`src/rtl/out_stream_serializer_if.sv`:
```
// Stream-side and pin-side signals of the output serializer, bundled for port use.
// master = kernel/board side, slave = serializer.
interface out_stream_serializer_if #(
  parameter int NUM_CH = 4,
  parameter int DATA_W = 32,
  parameter int OUT_W  = 4
);
  logic [NUM_CH*DATA_W-1:0] ch_din;
  logic [NUM_CH-1:0]        ch_write;
  logic [NUM_CH-1:0]        ch_full_n;
  logic [OUT_W-1:0]         data_out;
  logic                     data_valid;
  logic                     probe_out;

  modport master (
    output ch_din, ch_write,
    input  ch_full_n, data_out, data_valid, probe_out
  );

  modport slave (
    input  ch_din, ch_write,
    output ch_full_n, data_out, data_valid, probe_out
  );
endinterface

```
`src/rtl/out_stream_serializer.sv`:
```
// Per-channel FIFOs feeding a frame-level round-robin serializer: header nibble, then payload LSB first.
// Define SERIALIZER_CHECKSUM_EN to append an XOR-of-payload checksum beat to every frame.
module out_stream_serializer #(
  parameter int NUM_CH     = 4,
  parameter int DATA_W     = 32,
  parameter int OUT_W      = 4,
  parameter int FIFO_DEPTH = 8
) (
  input  logic                     ap_clk,
  input  logic                     ap_rst,
  out_stream_serializer_if.slave   bus
);

  localparam int BEATS  = DATA_W / OUT_W;
  localparam int CH_W   = (NUM_CH > 1) ? $clog2(NUM_CH) : 1;
  localparam int PTR_W  = (FIFO_DEPTH > 1) ? $clog2(FIFO_DEPTH) : 1;
  localparam int CNT_W  = PTR_W + 1;
  localparam int BEAT_W = (BEATS > 1) ? $clog2(BEATS) : 1;
  localparam logic [BEAT_W-1:0] LAST_BEAT = BEAT_W'(BEATS - 1);
  localparam logic [CNT_W-1:0]  FULL_CNT  = CNT_W'(FIFO_DEPTH);

  typedef enum logic [1:0] {
    S_IDLE,
    S_HDR,
`ifdef SERIALIZER_CHECKSUM_EN
    S_CSUM,
`endif
    S_PAYLOAD
  } state_t;

  logic [NUM_CH-1:0] w_nonempty;
  logic [NUM_CH-1:0] w_full_n;
  logic [NUM_CH-1:0] w_pop;
  logic [DATA_W-1:0] w_head [NUM_CH];

  // Channel buffers
  for (genvar gi = 0; gi < NUM_CH; gi++) begin : g_fifo
    logic [DATA_W-1:0] r_mem [FIFO_DEPTH];
    logic [PTR_W-1:0]  r_wr_ptr;
    logic [PTR_W-1:0]  r_rd_ptr;
    logic [CNT_W-1:0]  r_count;
    logic              w_push;

    assign w_push = bus.ch_write[gi] && (r_count != FULL_CNT);

    always_ff @(posedge ap_clk) begin
      if (w_push) begin
        r_mem[r_wr_ptr] <= bus.ch_din[gi*DATA_W +: DATA_W];
      end
    end

    always_ff @(posedge ap_clk) begin
      if (ap_rst) begin
        r_wr_ptr <= '0;
        r_rd_ptr <= '0;
        r_count  <= '0;
      end else begin
        if (w_push) r_wr_ptr <= r_wr_ptr + 1'b1;
        if (w_pop[gi]) r_rd_ptr <= r_rd_ptr + 1'b1;
        if (w_push && !w_pop[gi]) begin
          r_count <= r_count + 1'b1;
        end else if (!w_push && w_pop[gi]) begin
          r_count <= r_count - 1'b1;
        end
      end
    end

    assign w_head[gi]     = r_mem[r_rd_ptr];
    assign w_nonempty[gi] = (r_count != '0);
    assign w_full_n[gi]   = (r_count != FULL_CNT);
  end

  state_t            r_state, w_state_next;
  logic [CH_W-1:0]   r_rr_ptr, w_rr_next;
  logic [CH_W-1:0]   r_ch_id, w_ch_id_next;
  logic [DATA_W-1:0] r_sr, w_sr_next;
  logic [BEAT_W-1:0] r_beat, w_beat_next;
  logic [OUT_W-1:0]  r_csum, w_csum_next;
  logic              r_probe;
  logic              w_grant_en;
  logic              w_grant;
  logic [CH_W-1:0]   w_grant_idx;
  logic [OUT_W-1:0]  w_data_out;
  logic              w_data_valid;

  // First non-empty channel after the last one served
  always_comb begin
    w_grant     = 1'b0;
    w_grant_idx = r_rr_ptr;
    for (int i = 1; i <= NUM_CH; i++) begin
      int idx;
      idx = int'(r_rr_ptr) + i;
      if (idx >= NUM_CH) idx = idx - NUM_CH;
      if (!w_grant && w_nonempty[CH_W'(idx)]) begin
        w_grant     = 1'b1;
        w_grant_idx = CH_W'(idx);
      end
    end
  end

  always_comb begin
    w_state_next = r_state;
    w_rr_next    = r_rr_ptr;
    w_ch_id_next = r_ch_id;
    w_sr_next    = r_sr;
    w_beat_next  = r_beat;
    w_csum_next  = r_csum;
    w_data_out   = '0;
    w_data_valid = 1'b0;
    w_grant_en   = 1'b0;
    w_pop        = '0;

    case (r_state)
      S_IDLE: begin
        w_grant_en = 1'b1;
      end
      S_HDR: begin
        w_data_out   = {1'b1, (OUT_W-1)'(r_ch_id)};
        w_data_valid = 1'b1;
        w_beat_next  = '0;
        w_state_next = S_PAYLOAD;
      end
      S_PAYLOAD: begin
        w_data_out   = r_sr[OUT_W-1:0];
        w_data_valid = 1'b1;
        w_sr_next    = r_sr >> OUT_W;
        w_beat_next  = r_beat + 1'b1;
        w_csum_next  = r_csum ^ r_sr[OUT_W-1:0];
        if (r_beat == LAST_BEAT) begin
`ifdef SERIALIZER_CHECKSUM_EN
          w_state_next = S_CSUM;
`else
          w_grant_en   = 1'b1;
          w_state_next = S_IDLE;
`endif
        end
      end
`ifdef SERIALIZER_CHECKSUM_EN
      S_CSUM: begin
        w_data_out   = r_csum;
        w_data_valid = 1'b1;
        w_grant_en   = 1'b1;
        w_state_next = S_IDLE;
      end
`endif
      default: begin
        w_state_next = S_IDLE;
      end
    endcase

    // A grant overrides the fall-back to IDLE so frames run back to back
    if (w_grant_en && w_grant) begin
      w_pop[w_grant_idx] = 1'b1;
      w_state_next       = S_HDR;
      w_rr_next          = w_grant_idx;
      w_ch_id_next       = w_grant_idx;
      w_sr_next          = w_head[w_grant_idx];
      w_csum_next        = '0;
    end
  end

  always_ff @(posedge ap_clk) begin
    if (ap_rst) begin
      r_state  <= S_IDLE;
      r_rr_ptr <= CH_W'(NUM_CH - 1);
      r_ch_id  <= '0;
      r_sr     <= '0;
      r_beat   <= '0;
      r_csum   <= '0;
      r_probe  <= 1'b0;
    end else begin
      r_state  <= w_state_next;
      r_rr_ptr <= w_rr_next;
      r_ch_id  <= w_ch_id_next;
      r_sr     <= w_sr_next;
      r_beat   <= w_beat_next;
      r_csum   <= w_csum_next;
      if (w_data_valid) r_probe <= r_probe ^ (^w_data_out);
    end
  end

  assign bus.ch_full_n  = w_full_n;
  assign bus.data_out   = w_data_out;
  assign bus.data_valid = w_data_valid;
  assign bus.probe_out  = r_probe;

endmodule

```
`src/flat_wrapper.sv`:
```
// flat-port wrapper written by rule: the top's interface ports become plain ports
module out_stream_serializer_flat 
#(
  parameter int NUM_CH     = 4,
  parameter int DATA_W     = 32,
  parameter int OUT_W      = 4,
  parameter int FIFO_DEPTH = 8
)
  (ap_clk, ap_rst, bus_ch_din, bus_ch_write, bus_ch_full_n, bus_data_out, bus_data_valid, bus_probe_out);
  out_stream_serializer_if #(.NUM_CH(NUM_CH), .DATA_W(DATA_W), .OUT_W(OUT_W)) bus_i ();
  input  logic ap_clk;
  input  logic ap_rst;
  input wire logic [$bits(bus_i.ch_din)-1:0] bus_ch_din;
  input wire logic [$bits(bus_i.ch_write)-1:0] bus_ch_write;
  output wire logic [$bits(bus_i.ch_full_n)-1:0] bus_ch_full_n;
  output wire logic [$bits(bus_i.data_out)-1:0] bus_data_out;
  output wire logic [$bits(bus_i.data_valid)-1:0] bus_data_valid;
  output wire logic [$bits(bus_i.probe_out)-1:0] bus_probe_out;
  assign bus_i.ch_din = bus_ch_din;
  assign bus_i.ch_write = bus_ch_write;
  assign bus_ch_full_n = bus_i.ch_full_n;
  assign bus_data_out = bus_i.data_out;
  assign bus_data_valid = bus_i.data_valid;
  assign bus_probe_out = bus_i.probe_out;
  out_stream_serializer #(.NUM_CH(NUM_CH), .DATA_W(DATA_W), .OUT_W(OUT_W), .FIFO_DEPTH(FIFO_DEPTH)) u_core (.ap_clk(ap_clk), .ap_rst(ap_rst), .bus(bus_i));
endmodule
```
`config.mk`:
```
export PLATFORM = sky130hd
export DESIGN_NAME = out_stream_serializer_flat
export DESIGN_NICKNAME = d
export VERILOG_FILES = /design/src/rtl/out_stream_serializer_if.sv /design/src/rtl/out_stream_serializer.sv /design/src/flat_wrapper.sv
export SDC_FILE = /design/constraint.sdc
export NUM_CORES = 1
export LEC_CHECK = 0
export ABC_AREA = 1
export CAP_MARGIN = 10
export CORE_AREA = 2 2 323 325
export CTS_CLUSTER_DIAMETER = 40
export CTS_CLUSTER_SIZE = 8
export DETAILED_ROUTE_END_ITERATION = 7
export DIE_AREA = 0 0 325 327
export GPL_TIMING_DRIVEN = 0
export PLACE_DENSITY_LB_ADDON = 0.25
export SKIP_CTS_REPAIR_TIMING = 1
export SLEW_MARGIN = 10
export SYNTH_ARGS = -nofsm -noshare
export SYNTH_HDL_FRONTEND = slang
export SYNTH_SLANG_ARGS = --single-unit
```
`constraint.sdc`:
```
create_clock -name ap_clk -period 8.5 [get_ports ap_clk]
set_input_delay 1.275 -clock ap_clk [delete_from_list [all_inputs] [get_ports ap_clk]]
set_output_delay 1.275 -clock ap_clk [all_outputs]
set_load 0.05 [all_outputs]
```
After elaboration in Yosys (flattened, before gate mapping)
Memories as Yosys holds them, arrays and structs flattened. A register that Yosys moved wholly into a read port is not among the register bits.
Cells that the tools add are included.

operators by class
  $add $sub $neg = 25
  $lt $le $gt $ge = 11
  equality and inequality tests = 10
  mux-type cells = 64
  bitwise logic cells = 3
  reduce and logical (&&, ||, !) cells = 44

operator list
  cell                 number
  $mux 32              4
  $bmux 32 s2          1
  $mux 4               9
  $add 3x1->3 const B  9
  $mux 1               24
  $mux 3               8
  $mux 2               9
  $logic_and 1x1->1    17
  $add 4x1->4 const B  4
  $lt 2x4->1 const B   4
  $ne 4x4->1 const B   4
  $reduce_bool 4->1    4
  $sub 4x1->4 const B  4
  $ge 3x3->1 const B   4
  $reduce_bool 2->1    6
  $logic_not 1->1      11
  $bmux 1 s2           4
  $pmux 4 s2           1
  $sub 2x1->2 const B  4
  $add 2x2->3 const B  2
  $pmux 2 s3           1
  $pmux 3 s2           1
  $add 2x3->4 const B  1
  $ge 4x3->1 const B   1
  17 further kinds     20

word-level totals
  bits in registers = 82
  RAM bits = 1024
  input bits = 134
  word-level logic and storage cells = 180
  memories = 4

memories
  memory                  depth  width  rd ports  clocked after memory_dff  write ports  line                         RTL
  u_core.g_fifo[0].r_mem  8      32     1         1                         1            out_stream_serializer.sv:38  logic [DATA_W-1:0] r_mem [FIFO_DEPTH];
  u_core.g_fifo[1].r_mem  8      32     1         1                         1            out_stream_serializer.sv:38
  u_core.g_fifo[2].r_mem  8      32     1         1                         1            out_stream_serializer.sv:38
  u_core.g_fifo[3].r_mem  8      32     1         1                         1            out_stream_serializer.sv:38

Longest topological paths before layout
  depth after elaboration = 24
  gate-level depth with buffers = 23

Least setup slack after synthesis
OpenSTA, ideal clock, no wires.

  kind = flip-flop to output port
  start = register u_core.r_state[0]
  end = output port bus_data_out[0]
  arrival time = 2.544 ns
  path slack = 4.681 ns
  cell stages (with the launch flop) = 6
  buffers on the path = 1
  path through = dfxtp_1 -> inv_1 -> ha_1 -> clkbuf_1 -> nand2_1 -> o21ai_0

between the ends
  cells in the longest elaborated chain, start to end = 2

RTL lines
  item                                             line                          RTL
  start, declared                                  out_stream_serializer.sv:73   state_t r_state, w_state_next;
  start signal, assigned                           out_stream_serializer.sv:172  r_state <= w_state_next;
  $eq 2x2->1 / $eq 2x1->1 (equally long branches)  out_stream_serializer.sv:113  case (r_state)
  $pmux 4 s2 (*)                                   out_stream_serializer.sv:113
  end, declared                                    flat_wrapper.sv:16            output wire logic [$bits(bus_i.data_out)-1:0] bus_data_out;

Mark *: on every way between the ends. The rest lies on a longest branch, timed or not.

Worst setup path after layout
  start = register u_core.r_state[0]
  end = output port bus_data_out[1]

Same word-level chain as after synthesis.

==> flow_metrics.tcl <==
set metrics [dict create \
    grt_pass1_vias 31100 \
    reg2reg_depth 18 \
    ioPinCount 144 \
    drive_above_1_share_pct 8.19 \
    peakVddDrop_mv 0.220 \
    grt_usage_pct 24.1 \
    cts_tree "yes" \
    status "finished, final reports clean" \
    start_util_pct 44.7 \
    finalCritPeriodShare_pct 60.0 \
    min_from "u_core.r_sr[29]$_SDFFE_PP0P_" \
    fillers 8737 \
    fin_crit_ns 5.10 \
    muxShareOfSynthArea_pct 0 \
    die_w_um 325 \
    synth-xor-area-share_pct 0.381 \
    finalClockSkew_ns 0.0245 \
    synth.yosys.warnings 0 \
    antenna_found_initial 3 \
    dieArea_mm2 0.106 \
    grt_max_degree 25 \
    power_w 0.0186 \
    yosysSeqAreaShare_pct 71.0 \
    routedWlPerCell_um 21.9 \
    layout_common_cells "1086 x nand2_1, 1024 x edfxtp_1, 528 x nand3_1, 318 x nor2_1, 254 x o21ai_0" \
    hpwlAfterDp_um 85700 \
    netlist-cell-type-count 42 \
    p_per_area_mw_per_mm2 337 \
    r2r_slack_ns 4.93 \
    synth_top_family_by_area "simple AND/OR/NAND/NOR gates" \
    worstReg2RegEnd "u_core.g_fifo[2].r_count[3]$_SDFFE_PP0P_" \
    p_leak_nw 20.2 \
    finalSetupTns_ns 0 \
    layout.nets 4587 \
    setup_viol 0 \
    fmax_mhz 196 \
    core_mm2 0.103 \
    hold_end "u_core.r_sr[29]$_SDFFE_PP0P_" \
    yosysTopAreaCell "edfxtp_1" \
    routed_wl_um 129000 \
    cts-buffers-inserted 177 \
    synth_seq_cells 1118 \
    yosysTopAreaCellShare_pct 66.9 \
    cp_max_fo 9 \
    path_clk_slew_ns 0.05 \
    endpoint_kind "primary output" \
    synth_adder_area_share_pct 0.855 \
    viasPerCell 5.43 \
    dr_total_vias 32000 \
    synth_compound_area_share_pct 6.25 \
    areaGrowthSynthToFinish_pct 20.4 \
    clock-sinks 1118 \
    yosys.area_share.simple_pct 18.0 \
    slew_headroom_pct 38.0 \
    grt.overflow.total 0 \
    drv_slew 0 \
    drv_cap 0 \
    diodes 0 \
    hold_path_class "register to register" \
    finalHoldViolCount 0 \
    drc 0 \
    synth_area_leaders "edfxtp_1 67%, nand2_1 8.9%, nand3_1 5.7%, dfxtp_1 4.1%, nor2_1 2.9%" \
    rows 118 \
    worstHoldPathCells 2 \
    grt_pass1_wl_um 192000 \
    h-tree-depth 4 \
    postRouteAntennaNets 0 \
    netlist_instances 4070 \
    cts.path.max_buffers 3 \
    rsz0062_at_grt "no" \
    required_ns 7.22 \
    clock_latency_ns 0.76 \
    arrival_ns 3.83 \
    syn_avg_cell_area_um2 11.3 \
    tightest_slew_ns 0.921 \
    cts-root-buf "clkbuf_16" \
    setup.worst_path.class "register to primary output" \
    final_common_cell "nand2_1" \
    cp-start-kind "register" \
    place.gp.congestion 0.937 \
    postSynthNetCount 4233 \
    first_iter_violations 3324 \
    synth_area_mm2 0.0460 \
    r2r-start "u_core.g_fifo[1].r_count[0]$_SDFFE_PP0P_" \
    portBuffers 143 \
    fp.dieH_um 327 \
    drt_first_pass_iters 8 \
]
## state kept, by name, indices dropped and copies added, names as in the netlist, named ones only
signal / flops
u_core.g_fifo.r_count: 16
u_core.r_state: 2
u_core.r_rr_ptr: 2
u_core.r_sr: 32
u_core.g_fifo.r_rd_ptr: 12
u_core.g_fifo.r_mem: 1024
u_core.bus.probe_out: 1
u_core.r_ch_id: 2
u_core.r_beat: 3
u_core.g_fifo.r_wr_ptr: 12
## worst max path at each step
stage                     slack (ns)                                       to                      startpoint  cells past startpoint
final                           3.40                          bus_data_out[1]  u_core.r_state[0]$_SDFFE_PP0P_                      6
after global routing            3.32                          bus_data_out[1]  u_core.r_state[0]$_SDFFE_PP0P_                      6
after floorplan                 4.68                          bus_data_out[0]  u_core.r_state[0]$_SDFFE_PP0P_                      5
after detailed placement        4.38                          bus_data_out[1]  u_core.r_state[0]$_SDFFE_PP0P_                      6
after CTS                       3.52                          bus_data_out[1]  u_core.r_state[0]$_SDFFE_PP0P_                      6
after global placement          2.87  u_core.g_fifo[2].r_mem[2][14]$_DFFE_PP_                 bus_ch_write[2]                      5
## cells by family after synthesis
family / count (synthesis)
flip-flops: 1118
buffers and inverters: 399
adder cells (fa/ha/maj): 29
XOR/XNOR: 20
AO/OA/AOI/OAI: 513
AND/OR/NAND/NOR: 1991
## layout make-up
type / instances / area (um2) / share of cell area [%]
flip-flops and latches: 1118 / 32600 / 58.9
multi-input cells: 2553 / 11900 / 21.6
clock buffers: 222 / 4680 / 8.46
repair buffers: 175 / 2240 / 4.05
well taps: 1380 / 1730 / 3.12
plain buffers: 244 / 1050 / 1.89
inverters: 155 / 586 / 1.06
clock inverters: 53 / 489 / 0.884
## synthesized netlist by cell type (all sizes together)
library cell,n
nand2,1099
edfxtp,1024
nand3,532
nor2,354
o21ai,258
clkbuf,169
inv,148
a21oi,109
dfxtp,94
buf,75
a211oi,57
o22ai,57
ha,25
xor2,19
o31ai,16
clkinv,7
a32oi,6
fa,4
o211ai,3
a21o,2
and3,2
or2,2
a2111oi,1
a31oi,1
a32o,1
nand3b,1
nand4,1
o21bai,1
o221ai,1
xnor2,1
## routing by layer
| metal | vias up | global-route usage [%] | routed length (um) |
|---|---|---|---|
| li1 | 15000 | - | - |
| met1 | 15600 | 32.1 | 54200 |
| met2 | 1252 | 39.9 | 62200 |
| met3 | 237 | 4.37 | 9310 |
| met4 | 6 | 8.43 | 3630 |
| met5 | - | 0 | 45 |
## power breakdown
part	leakage [nW]	total [W]	switching (W)	internal (W)
clock	2.51	0.00638	0.00240	0.00398
combinational	7.58	0.00574	0.00415	0.00159
sequential	10.1	0.00651	0.000132	0.00638
total	20.2	0.0186	0.00669	0.0119
## metrics by stage
step	cell area (um2)	util, %	hold slack, ns	worst slack (ns)	std cells
after floorplan	46000	-	0.444	4.68	4070
after global placement	49100	47.7	0.454	2.87	5593
after detailed placement	50200	48.8	0.459	4.38	5625
after CTS	55400	53.8	0.466	3.52	5900
after global routing	55400	53.8	0.477	3.32	5900
final	55400	53.8	0.466	3.40	5900
## worst max-delay path, stage by stage (launching register included)
cell and delay [ns]:
dfxtp_1 0.36, inv_1 0.08, ha_1 0.42, clkbuf_1 0.36, nand2_1 0.13, o21ai_0 0.74, clkdlybuf4s50_1 0.96
No activity file was read; power rests on OpenSTA's default activity.
